$ cat src/rtl/apple1_pkg.sv
// Shared Apple-1 constants: bus addresses, clock/frame rates and the display port FSM states.
package apple1_pkg;

   localparam logic [15:0] ADDR_KBD     = 16'hD010;
   localparam logic [15:0] ADDR_DSP     = 16'hD012;
   localparam int          CLK7_HZ      = 7_000_000;
   localparam int          FRAME_HZ     = 60;
   // Rounded to nearest so one char per video frame at 7 MHz gives 116667.
   localparam int          PACE_DEFAULT = (CLK7_HZ + FRAME_HZ / 2) / FRAME_HZ;
   localparam logic [6:0]  ASCII_CR     = 7'h0D;

   typedef enum logic [1:0] {
      IDLE,
      PRESENT,
      HOLD
   } dsp_state_e;

endpackage

$ cat src/rtl/apple1_sync_fifo.sv
// Small synchronous FIFO for the display character queue; head is read from the storage registers.
module apple1_sync_fifo
   import apple1_pkg::*;
#(
   parameter int DEPTH = 16,
   parameter int WIDTH = 7
) (
   input  logic             clk,
   input  logic             rst_n,
   input  logic             push,
   input  logic             pop,
   input  logic             flush,
   input  logic [WIDTH-1:0] din,
   output logic [4:0]       count,
   output logic             full,
   output logic             empty,
   output logic [WIDTH-1:0] head
);

   localparam int AW = (DEPTH > 1) ? $clog2(DEPTH) : 1;

   logic [WIDTH-1:0] mem_q [DEPTH];
   logic [AW-1:0]    wrPtr_q;
   logic [AW-1:0]    rdPtr_q;
   logic [4:0]       count_q;
   logic             doPush;
   logic             doPop;

   assign full   = (count_q == 5'(DEPTH));
   assign empty  = (count_q == 5'd0);
   assign count  = count_q;
   assign head   = mem_q[rdPtr_q];
   // A push into a full queue is only legal when the head leaves on the same edge.
   assign doPop  = pop && !empty;
   assign doPush = push && (!full || doPop);

   always_ff @(posedge clk) begin
      if (doPush && !flush) begin
         mem_q[wrPtr_q] <= din;
      end
   end

   always_ff @(posedge clk) begin
      if (!rst_n || flush) begin
         wrPtr_q <= '0;
         rdPtr_q <= '0;
         count_q <= '0;
      end else begin
         if (doPush) begin
            wrPtr_q <= wrPtr_q + 1'b1;
         end
         if (doPop) begin
            rdPtr_q <= rdPtr_q + 1'b1;
         end
         case ({doPush, doPop})
            2'b10:   count_q <= count_q + 5'd1;
            2'b01:   count_q <= count_q - 5'd1;
            default: count_q <= count_q;
         endcase
      end
   end

endmodule

$ cat src/rtl/apple1_dsp_port.sv
// Apple-1 display port at $D012/$D013: buffers CPU writes and paces characters out to the terminal.
module apple1_dsp_port
   import apple1_pkg::*;
#(
   parameter int DEPTH       = 16,
   parameter int PACE_CYCLES = PACE_DEFAULT
) (
   input  logic       clk7,
   input  logic       rst_n,
   input  logic       cpu_clken,
   input  logic       cs,
   input  logic       address,
   input  logic       we,
   input  logic [7:0] din,
   output logic [7:0] dout,
   input  logic       fast,
   input  logic       flush,
   output logic       term_valid,
   output logic [6:0] term_char,
   input  logic       term_ready
);

   localparam int            HW        = (PACE_CYCLES > 1) ? $clog2(PACE_CYCLES) : 1;
   localparam logic [HW-1:0] HOLD_LOAD = HW'(PACE_CYCLES - 1);

   dsp_state_e    state_q;
   logic [HW-1:0] holdCnt_q;
   logic          termValid_q;
   logic [6:0]    termChar_q;
   logic          ovf_q, ovf_d;
   logic [6:0]    last_q, last_d;
   logic          wrDsp, rdCr, popNow, pushNow;
   logic          fifoFull, fifoEmpty;
   logic [4:0]    fifoCount;
   logic [6:0]    fifoHead;
   logic          unusedDin7;

   assign unusedDin7 = din[7];
   assign wrDsp      = cs && we && cpu_clken && !address;
   assign rdCr       = cs && !we && cpu_clken && address;
   assign popNow     = (state_q == IDLE) && !fifoEmpty && !flush;
   assign pushNow    = wrDsp && !flush && (!fifoFull || popNow);

   apple1_sync_fifo #(.DEPTH(DEPTH), .WIDTH(7)) u_fifo (
      .clk   (clk7),
      .rst_n (rst_n),
      .push  (pushNow),
      .pop   (popNow),
      .flush (flush),
      .din   (din[6:0]),
      .count (fifoCount),
      .full  (fifoFull),
      .empty (fifoEmpty),
      .head  (fifoHead)
   );

   // A dropped write sets overflow even if $D013 is read on the same edge.
   always_comb begin
      ovf_d  = ovf_q;
      last_d = last_q;
      if (rdCr) ovf_d = 1'b0;
      if (wrDsp && !flush && !pushNow) ovf_d = 1'b1;
      if (flush) ovf_d = 1'b0;
      if (pushNow) last_d = din[6:0];
   end

   always_ff @(posedge clk7) begin
      if (!rst_n) begin
         ovf_q  <= 1'b0;
         last_q <= '0;
      end else begin
         ovf_q  <= ovf_d;
         last_q <= last_d;
      end
   end

   always_ff @(posedge clk7) begin
      if (!rst_n) begin
         state_q     <= IDLE;
         holdCnt_q   <= '0;
         termValid_q <= 1'b0;
         termChar_q  <= '0;
      end else if (flush) begin
         state_q     <= IDLE;
         holdCnt_q   <= '0;
         termValid_q <= 1'b0;
      end else begin
         case (state_q)
            IDLE: begin
               if (popNow) begin
                  termChar_q  <= fifoHead;
                  termValid_q <= 1'b1;
                  state_q     <= PRESENT;
               end
            end
            PRESENT: begin
               if (term_ready) begin
                  termValid_q <= 1'b0;
                  if (fast) begin
                     state_q <= IDLE;
                  end else begin
                     holdCnt_q <= HOLD_LOAD;
                     state_q   <= HOLD;
                  end
               end
            end
            HOLD: begin
               if (fast || holdCnt_q == '0) begin
                  state_q <= IDLE;
               end else begin
                  holdCnt_q <= holdCnt_q - 1'b1;
               end
            end
            default: state_q <= IDLE;
         endcase
      end
   end

   assign term_valid = termValid_q;
   assign term_char  = termChar_q;

   always_comb begin
      dout = 8'h00;
      if (cs) begin
         dout = address ? {ovf_q, 2'b00, fifoCount} : {fifoFull, last_q};
      end
   end

endmodule

$ cat config.mk
export PLATFORM = sky130hd
export DESIGN_NAME = apple1_dsp_port
export DESIGN_NICKNAME = d
export VERILOG_FILES = /design/src/rtl/apple1_pkg.sv /design/src/rtl/apple1_sync_fifo.sv /design/src/rtl/apple1_dsp_port.sv
export SDC_FILE = /design/constraint.sdc
export NUM_CORES = 1
export LEC_CHECK = 0
export ABC_CLOCK_PERIOD_IN_PS = 8000
export CAP_MARGIN = 25
export CORE_AREA = 2 2 136 98
export CTS_CLUSTER_SIZE = 8
export DETAILED_ROUTE_END_ITERATION = 12
export DIE_AREA = 0 0 138 100
export MAX_ROUTING_LAYER = met4
export PLACE_DENSITY = 0.79
export SLEW_MARGIN = 10
export SYNTH_ARGS = -nofsm -noshare
export SYNTH_HDL_FRONTEND = slang
export SYNTH_SLANG_ARGS = --single-unit
$ cat constraint.sdc
create_clock -name clk7 -period 8 [get_ports clk7]
set_clock_uncertainty 0.2 [all_clocks]
set_input_delay 0.8 -clock clk7 [delete_from_list [all_inputs] [get_ports clk7]]
set_output_delay 0.8 -clock clk7 [all_outputs]
set_load 0.02 [all_outputs]
# Word level (Yosys, flattened, before mapping)
# Memories as Yosys holds them, arrays and structs flattened. A register that Yosys moved wholly into a read port is not among the register bits.
# Index checks and enable logic that the tools add are counted.
[classes]
add_sub_neg = 5
eq_ne = 10
mux = 19
bitwise = 2
reduce_logical = 38
[op_table]
columns = ["op", "count"]
rows = [
  ["two-way mux 17 bit", 3],
  ["one-hot mux 17 bit (2 select lines)", 1],
  ["zero test 17 bit", 1],
  ["subtractor 17 x 1 -> 17 bit (second input constant)", 1],
  ["two-way mux 8 bit", 2],
  ["logical AND 1 bit", 14],
  ["inequality test 2 bit (second input constant)", 5],
  ["one-hot mux 5 bit (2 select lines)", 1],
  ["AND reduction 3 bit", 3],
  ["adder 4 x 1 -> 4 bit (second input constant)", 2],
  ["zero test 1 bit", 8],
  ["two-way mux 2 bit", 4],
  ["nonzero test 2 bit", 4],
  ["two-way mux 1 bit", 6],
  ["one-hot mux 2 bit (3 select lines)", 1],
  ["adder 5 x 1 -> 5 bit (second input constant)", 1],
  ["== test 5 bit (second input constant)", 1],
  ["zero test 5 bit", 1],
  ["subtractor 5 x 1 -> 5 bit (second input constant)", 1],
  ["== test 2 x 1 -> 1 bit (second input constant)", 2],
  ["== test 2 bit (second input constant)", 2],
  ["logical OR 1 bit", 4],
  ["AND reduction 4 bit", 1],
  ["zero test 2 bit", 1],
  ["3 further kinds", 4],
]
[totals]
ff_bits = 41
ramBits = 112
out_inout_bits = 16
wordCells = 83
n_memories = 1
[memory_table]
columns = ["name", "words", "word_bits", "read_ports", "rd_ports_with_merged_regs", "write_ports", "line", "rtl"]
rows = [
  ["u_fifo.mem_q", 16, 7, 1, 1, 1, "apple1_sync_fifo.sv:22", "logic [WIDTH-1:0] mem_q [DEPTH];"],
]

# Longest topological paths before layout
[depth]
word_depth = 10
depth_mapped = 12

# By module
# Synthesis repeated with hierarchy kept, for this count alone.
[unflattened]
hier_cells = 508
hier_area_um2 = 7068.0
[by_module_without_submodules]
columns = ["module", "instances", "cells_each", "area_each_um2"]
rows = [
  ["apple1_sync_fifo", 1, 301, 5272.6],
  ["apple1_dsp_port", 1, 207, 1795.5],
]

# Worst setup path after synthesis
# No wires, ideal clock.
[synth_path]
kind = "in2reg"
start = "input flush"
end = "register u_fifo.count_q[4] (netlist: u_fifo.count[4])"
setup_ps = 70
arrival_time_ps = 2937
required_time_ps = 7730
setup_slack_ps = 4792
stages = 10
path_cell_list = "o311ai_1 > and2_1 > inv_2 > ha_1 > ha_1 > nor2b_1 > o21ai_1 > a21oi_1 > or4_1 > a21oi_1"
[synth_via]
elab_chain_cells = 7
[synth_lines]
columns = ["item", "line", "rtl"]
rows = [
  ["start: declaration", "apple1_dsp_port.sv:17", "input logic flush,"],
  ["zero test 1 bit", "apple1_dsp_port.sv:41, apple1_dsp_port.sv:42", ""],
  ["logical AND 1 bit", "apple1_dsp_port.sv:41", "assign popNow = (state_q == IDLE) && !fifoEmpty && !flush;"],
  ["logical OR 1 bit or logical AND 1 bit (tied branches)", "apple1_dsp_port.sv:42, apple1_sync_fifo.sv:34", ""],
  ["logical AND 1 bit or logical OR 1 bit (tied branches)", "apple1_dsp_port.sv:42, apple1_sync_fifo.sv:35", ""],
  ["logical AND 1 bit", "apple1_sync_fifo.sv:35", "assign doPush = push && (!full || doPop);"],
  ["== test 2 x 1 -> 1 bit or == test 2 bit (tied branches)", "apple1_sync_fifo.sv:55", "case ({doPush, doPop})"],
  ["one-hot mux 5 bit (2 select lines) or nonzero test 2 bit (tied branches)", "n/a", ""],
  ["end signal: assignment", "apple1_sync_fifo.sv:56", "2'b10: count_q <= count_q + 5'd1;"],
  ["end signal: assignment", "apple1_sync_fifo.sv:57", "2'b01: count_q <= count_q - 5'd1;"],
  ["end signal: assignment", "apple1_sync_fifo.sv:58", "default: count_q <= count_q;"],
  ["end: declaration", "apple1_sync_fifo.sv:25", "logic [4:0] count_q;"],
]
# Several ways; a longest one is shown, not always the timed one.
# A chain may end at the register's enable or synchronous reset.

# Worst setup path after layout
[layout_path]
start = "input address"
end = "register u_fifo.count_q[4] (netlist: u_fifo.count[4])"
[layout_via]
elab_chain_cells = 7
[layout_lines]
columns = ["item", "line", "rtl"]
rows = [
  ["start: declaration", "apple1_dsp_port.sv:12", "input logic address,"],
  ["zero test 1 bit *", "apple1_dsp_port.sv:39", "assign wrDsp = cs && we && cpu_clken && !address;"],
  ["logical AND 1 bit *", "apple1_dsp_port.sv:39", ""],
  ["logical AND 1 bit * (2 in series)", "apple1_dsp_port.sv:42", "assign pushNow = wrDsp && !flush && (!fifoFull || popNow);"],
  ["logical AND 1 bit *", "apple1_sync_fifo.sv:35", ""],
  ["== test 2 x 1 -> 1 bit or == test 2 bit (tied branches)", "apple1_sync_fifo.sv:55", ""],
  ["one-hot mux 5 bit (2 select lines) or nonzero test 2 bit (tied branches)", "n/a", ""],
]
# Every way passes the cells marked *; elsewhere a longest branch is shown, timed or not.

==> results_tabular.tex <==
\begin{tabular}{lr}
\hline
Metric & Value \\
\hline
\multicolumn{2}{l}{\textbf{Hold path}} \\
\quad Hold-critical path endpoint & last\_q[6] \\
\quad HP Start & last\_q[6] \\
\quad Worst Hold Path Cells & 2 \\
\quad Path type of the worst min-delay path & reg2reg \\
\multicolumn{2}{l}{\textbf{Power and ir drop}} \\
\quad Share of power burned in the clock network & between 40\% and 50\% \\
\quad Reported net switching power & roughly 0.35 mW \\
\quad Switching portion of total power & 20.2\% \\
\quad Leakage & 2.59 nW \\
\quad Flop pwr share & 51.0\% \\
\quad Internal power component & 1.39 mW \\
\quad Worst vdd rail ir drop & 0.000162 V \\
\quad Gate power share & under 10\% \\
\quad Pwr Density & 222 nW/um\^{}2 \\
\multicolumn{2}{l}{\textbf{Global route}} \\
\quad Met2 GRT Util & 35.4\% \\
\quad Global-route wire length before repair & roughly 23 mm \\
\quad Largest net degree at the start of global routing & 34 \\
\quad Total track usage & 23.2\% \\
\quad Overflow left after global routing & 0 \\
\quad Layer carrying the most global-route usage & met2 \\
\quad Number of antenna violations at the first check in global routing & 0 \\
\quad Vias in the first global route & 4273 \\
\quad Global Route met3 Usage & between 6 and 7\% \\
\quad Global routing met1 resource utilization & between 30\% and 40\% \\
\multicolumn{2}{l}{\textbf{Yosys}} \\
\quad Cell type contributing the most total cell area after synthesis & sky130\_fd\_sc\_hd\_\_edfxtp\_1 \\
\quad \#FFs+latches synth & 160 \\
\quad Async set or reset register ratio after synthesis & 0\% \\
\quad Top area cells in the synthesized netlist & sky130\_fd\_sc\_hd\_\_edfxtp\_1 50\%, sky130\_fd\_sc\_hd\_\_dfxtp\_1 14\%, sky130\_fd\_sc\_hd\_\_mux4\_2 9.4\% \\
\quad Post-synth EDFFs & between 100 and 150 \\
\quad Most frequent cell after synthesis & sky130\_fd\_sc\_hd\_\_edfxtp\_1 \\
\quad Average cell area after synthesis & between 10 and 15 sq um \\
\quad Ranking of synthesized cells by instance count & 112 x sky130\_fd\_sc\_hd\_\_edfxtp\_1, 48 x sky130\_fd\_sc\_hd\_\_dfxtp\_1, 38 x sky130\_fd\_sc\_hd\_\_nor2\_1, 36 x sky130\_fd\_sc\_hd\_\_nand2\_1, 28 x sky130\_fd\_sc\_hd\_\_mux4\_2 \\
\quad Number of nets produced by synthesis & approximately 500 \\
\quad Sequential area share after synthesis & roughly 64\% \\
\quad Number of warning messages in the yosys log & 0 \\
\quad Count of mapped cells out of synthesis & 476 \\
\quad Count of cell types in the netlist & 61 \\
\quad Netlist Area Pre-Place & a little under 7000 sq um \\
\quad Proportion of netlist area held by the largest area contributor & approximately 50\% \\
\quad Flip-flop cell with the highest count after synthesis & sky130\_fd\_sc\_hd\_\_edfxtp\_1 \\
\multicolumn{2}{l}{\textbf{Worst setup path}} \\
\quad Number of cells on the worst reg-to-reg path & 12 \\
\quad Buffers and inverters on the worst path & 2 \\
\quad Required time of the critical path & a little over 8000 ps \\
\quad Critical-path cell list & clkdlybuf4s50\_1 -> nand4b\_1 -> nor2\_1 -> and2\_1 -> inv\_2 -> ha\_1 -> ha\_1 -> nor2b\_1 -> o21ai\_1 -> and3\_1 -> or4\_1 -> a21oi\_1 \\
\quad Register-to-register setup slack & $\sim$4200 ps \\
\quad Arrival time at the worst endpoint & 4300 ps \\
\quad Most common cell type on the critical path & sky130\_fd\_sc\_hd\_\_ha\_1 \\
\quad Worst setup path category & in2reg \\
\quad Crit start category & input port \\
\quad Largest stage delay on the critical path & 660 ps \\
\quad CP delay by family, top & simple AND/OR/NAND/NOR gates \\
\quad R2r startpoint & u\_fifo.count[0] \\
\quad Highest net fanout along the worst path & 13 \\
\quad Crit Reg-Reg Endpoint & u\_fifo.count[4] \\
\quad Master of the slowest instance on the critical path & sky130\_fd\_sc\_hd\_\_clkdlybuf4s50\_1 \\
\quad Kind of end point of the critical path & flip-flop \\
\multicolumn{2}{l}{\textbf{Job}} \\
\quad Count of maximum capacitance violations & 0 \\
\multicolumn{2}{l}{\textbf{STA}} \\
\quad Max-slew violation count & 0 \\
\quad Post-route clock period utilization & 51.9\% \\
\quad Hold violation count in the final report & 0 \\
\quad Fmax & around 0.24 GHz \\
\quad Count of final setup violators & 0 \\
\quad Setup repair after global routing missed its margin & false \\
\quad Setup TNS & 0 ps \\
\quad Shortest period the worst path allows & between 4000 and 5000 ps \\
\quad Transition time at the pin with the least slew margin & 882 ps \\
\quad Worst relative slew slack & approximately two fifths \\
\multicolumn{2}{l}{\textbf{Drt}} \\
\quad Final wirelength & between 10 and 15 mm \\
\quad First-iteration detailed-routing DRC count & 349 \\
\quad Via density per instance & 6.21 \\
\quad Total number of vias & 4294 \\
\quad WL/cell & around 21 um \\
\quad Pre-Repair DR Iteration Count & 5 \\
\quad Post-route DRC violation count & 0 \\
\quad Antenna violation net count after detailed routing & 0 \\
\multicolumn{2}{l}{\textbf{Placement}} \\
\quad Buffers added on ports & 31 \\
\quad Dpl hpwl & roughly 9.4 mm \\
\quad Placer's final routability congestion estimate & $\sim$0.85 \\
\quad \# placed instances & about 660 \\
\multicolumn{2}{l}{\textbf{Die}} \\
\quad Starting Density & a little over half \\
\quad Core region area & between 10000 and 15000 sq um \\
\quad Std cell rows & 35 \\
\quad Die Height & about 100 um \\
\quad Full die area & $\sim$14000 sq um \\
\quad Boundary pin count & 33 \\
\quad Die boundary width & around 140 um \\
\multicolumn{2}{l}{\textbf{Status}} \\
\quad Status & finished, final reports clean \\
\multicolumn{2}{l}{\textbf{CTS}} \\
\quad Source-to-sink clock delay at the later pin of the worst-skew pair & between 400 and 500 ps \\
\quad Clock sink total & 160 \\
\quad Hold buffers post-CTS & 0 \\
\quad Clock tree root driver cell & sky130\_fd\_sc\_hd\_\_clkbuf\_16 \\
\quad Clock-pin slew of the registers on the worst-case setup and hold paths & around 60 ps \\
\quad Number of levels the H-tree was split into & 4 \\
\quad Clock tree from TritonCTS & done \\
\quad Clock Tree Buf Depth & 2 \\
\quad Cells resized by post-CTS repair & 0 \\
\quad Total CTS buffers & 17 \\
\quad Setup repair bufs after CTS & 0 \\
\multicolumn{2}{l}{\textbf{Finish}} \\
\quad Share of post-route cells with drive strength above 1 & roughly 15\% \\
\quad Final-stage net count & 541 \\
\quad Area Growth Syn to Fin & 16.3\% \\
\quad Layout Cells excl Fill & 692 \\
\quad Number of inserted diodes & 0 \\
\quad Number of fillers in the final layout & 925 \\
\hline
\end{tabular}
==> power groups by stage <==
| stage | Sequential, mW | Combinational, mW | Clock [mW] |
|---|---|---|---|
| CTS | 0.887 | 0.0360 | 0.821 |
| floorplan | 0.904 | 0.0121 | 0 |
| global route | 0.886 | 0.0385 | 0.857 |
| finish | 0.887 | 0.0361 | 0.817 |
| global placement | 0.905 | 0.0332 | 0 |
| detailed placement | 0.904 | 0.0355 | 0 |
==> cells by family after synthesis <==
| logic type | synth area share, % |
|---|---|
| buffers and inverters | 2.19 |
| flip-flops | 64.1 |
| adder cells (fa/ha/maj) | 2.15 |
| AND/OR/NAND/NOR | 11.2 |
| multiplexers | 10.5 |
| AO/OA/AOI/OAI | 8.78 |
| XOR/XNOR | 1.04 |
==> worst max path at each step <==
stage / startpoint / end / slack [ps] / cells past startpoint
after floorplan: flush / u_fifo.count[4] / 4790 / 10
after CTS: address / u_fifo.count[4] / 3900 / 12
after detailed placement: address / u_fifo.count[4] / 3480 / 12
after global placement: address / u_fifo.count[4] / 3540 / 12
final: address / u_fifo.count[4] / 3850 / 12
after global routing: address / u_fifo.count[4] / 3590 / 12
==> per-stage QoR <==
stage                     util (%)  instance area (sq um)  power (mW)  hold WS, ps  setup slack [ps]
final                         61.8                   7840        1.74          256              3850
after global routing          61.8                   7840        1.78          274              3590
after CTS                     61.6                   7830        1.74          257              3900
after detailed placement      56.9                   7230       0.940          249              3480
after global placement        56.6                   7190       0.938          242              3540
after floorplan                  -                   6740       0.916          231              4790
==> metal layers <==
layer  vias up  routed length [um]
met5         -                   0
met4         0                 163
met3        14                1310
met2       199                6710
met1      2172                6560
li1       1909                   -
==> worst min-delay path, cell delays in order (launching register included) <==
cell	delay, ps
sky130_fd_sc_hd__dfxtp_1	310
sky130_fd_sc_hd__nand2_1	50
sky130_fd_sc_hd__a21boi_1	50
==> area by class of cell <==
cell class | instances | area, sq um | area share (%)
Inverter | 12 | 45.0 | 0.574
Clock inverter | 14 | 166 | 2.12
Multi-Input combinational cell | 281 | 2270 | 29.0
Sequential cell | 160 | 4330 | 55.2
Clock buffer | 18 | 429 | 5.47
Tap cell | 166 | 208 | 2.65
Timing Repair Buffer | 41 | 398 | 5.07
==> state kept, by name (all words and copies together), names as in the netlist <==
register,count
u_fifo.count,5
term_valid,1
u_fifo.mem_q,112
state_q,2
term_char,7
holdCnt_q,17
u_fifo.rdPtr_q,4
ovf_q,1
last_q,7
u_fifo.wrPtr_q,4
==> cells in the final DEF, fill, tap and decap left out, drive strengths merged, types with 7 or more instances in the layout <==
master,n
nor3,11
a21oi,19
o22ai,8
inv,13
clkbuf,19
nor2b,10
nor2,38
ha,10
nand2,36
buf,9
mux4,28
a21boi,7
o21ai,13
edfxtp,112
clkdlybuf4s50,31
mux2i,8
a221oi,7
dfxtp,48
a22o,7
Power figures use the tool's default switching activity.
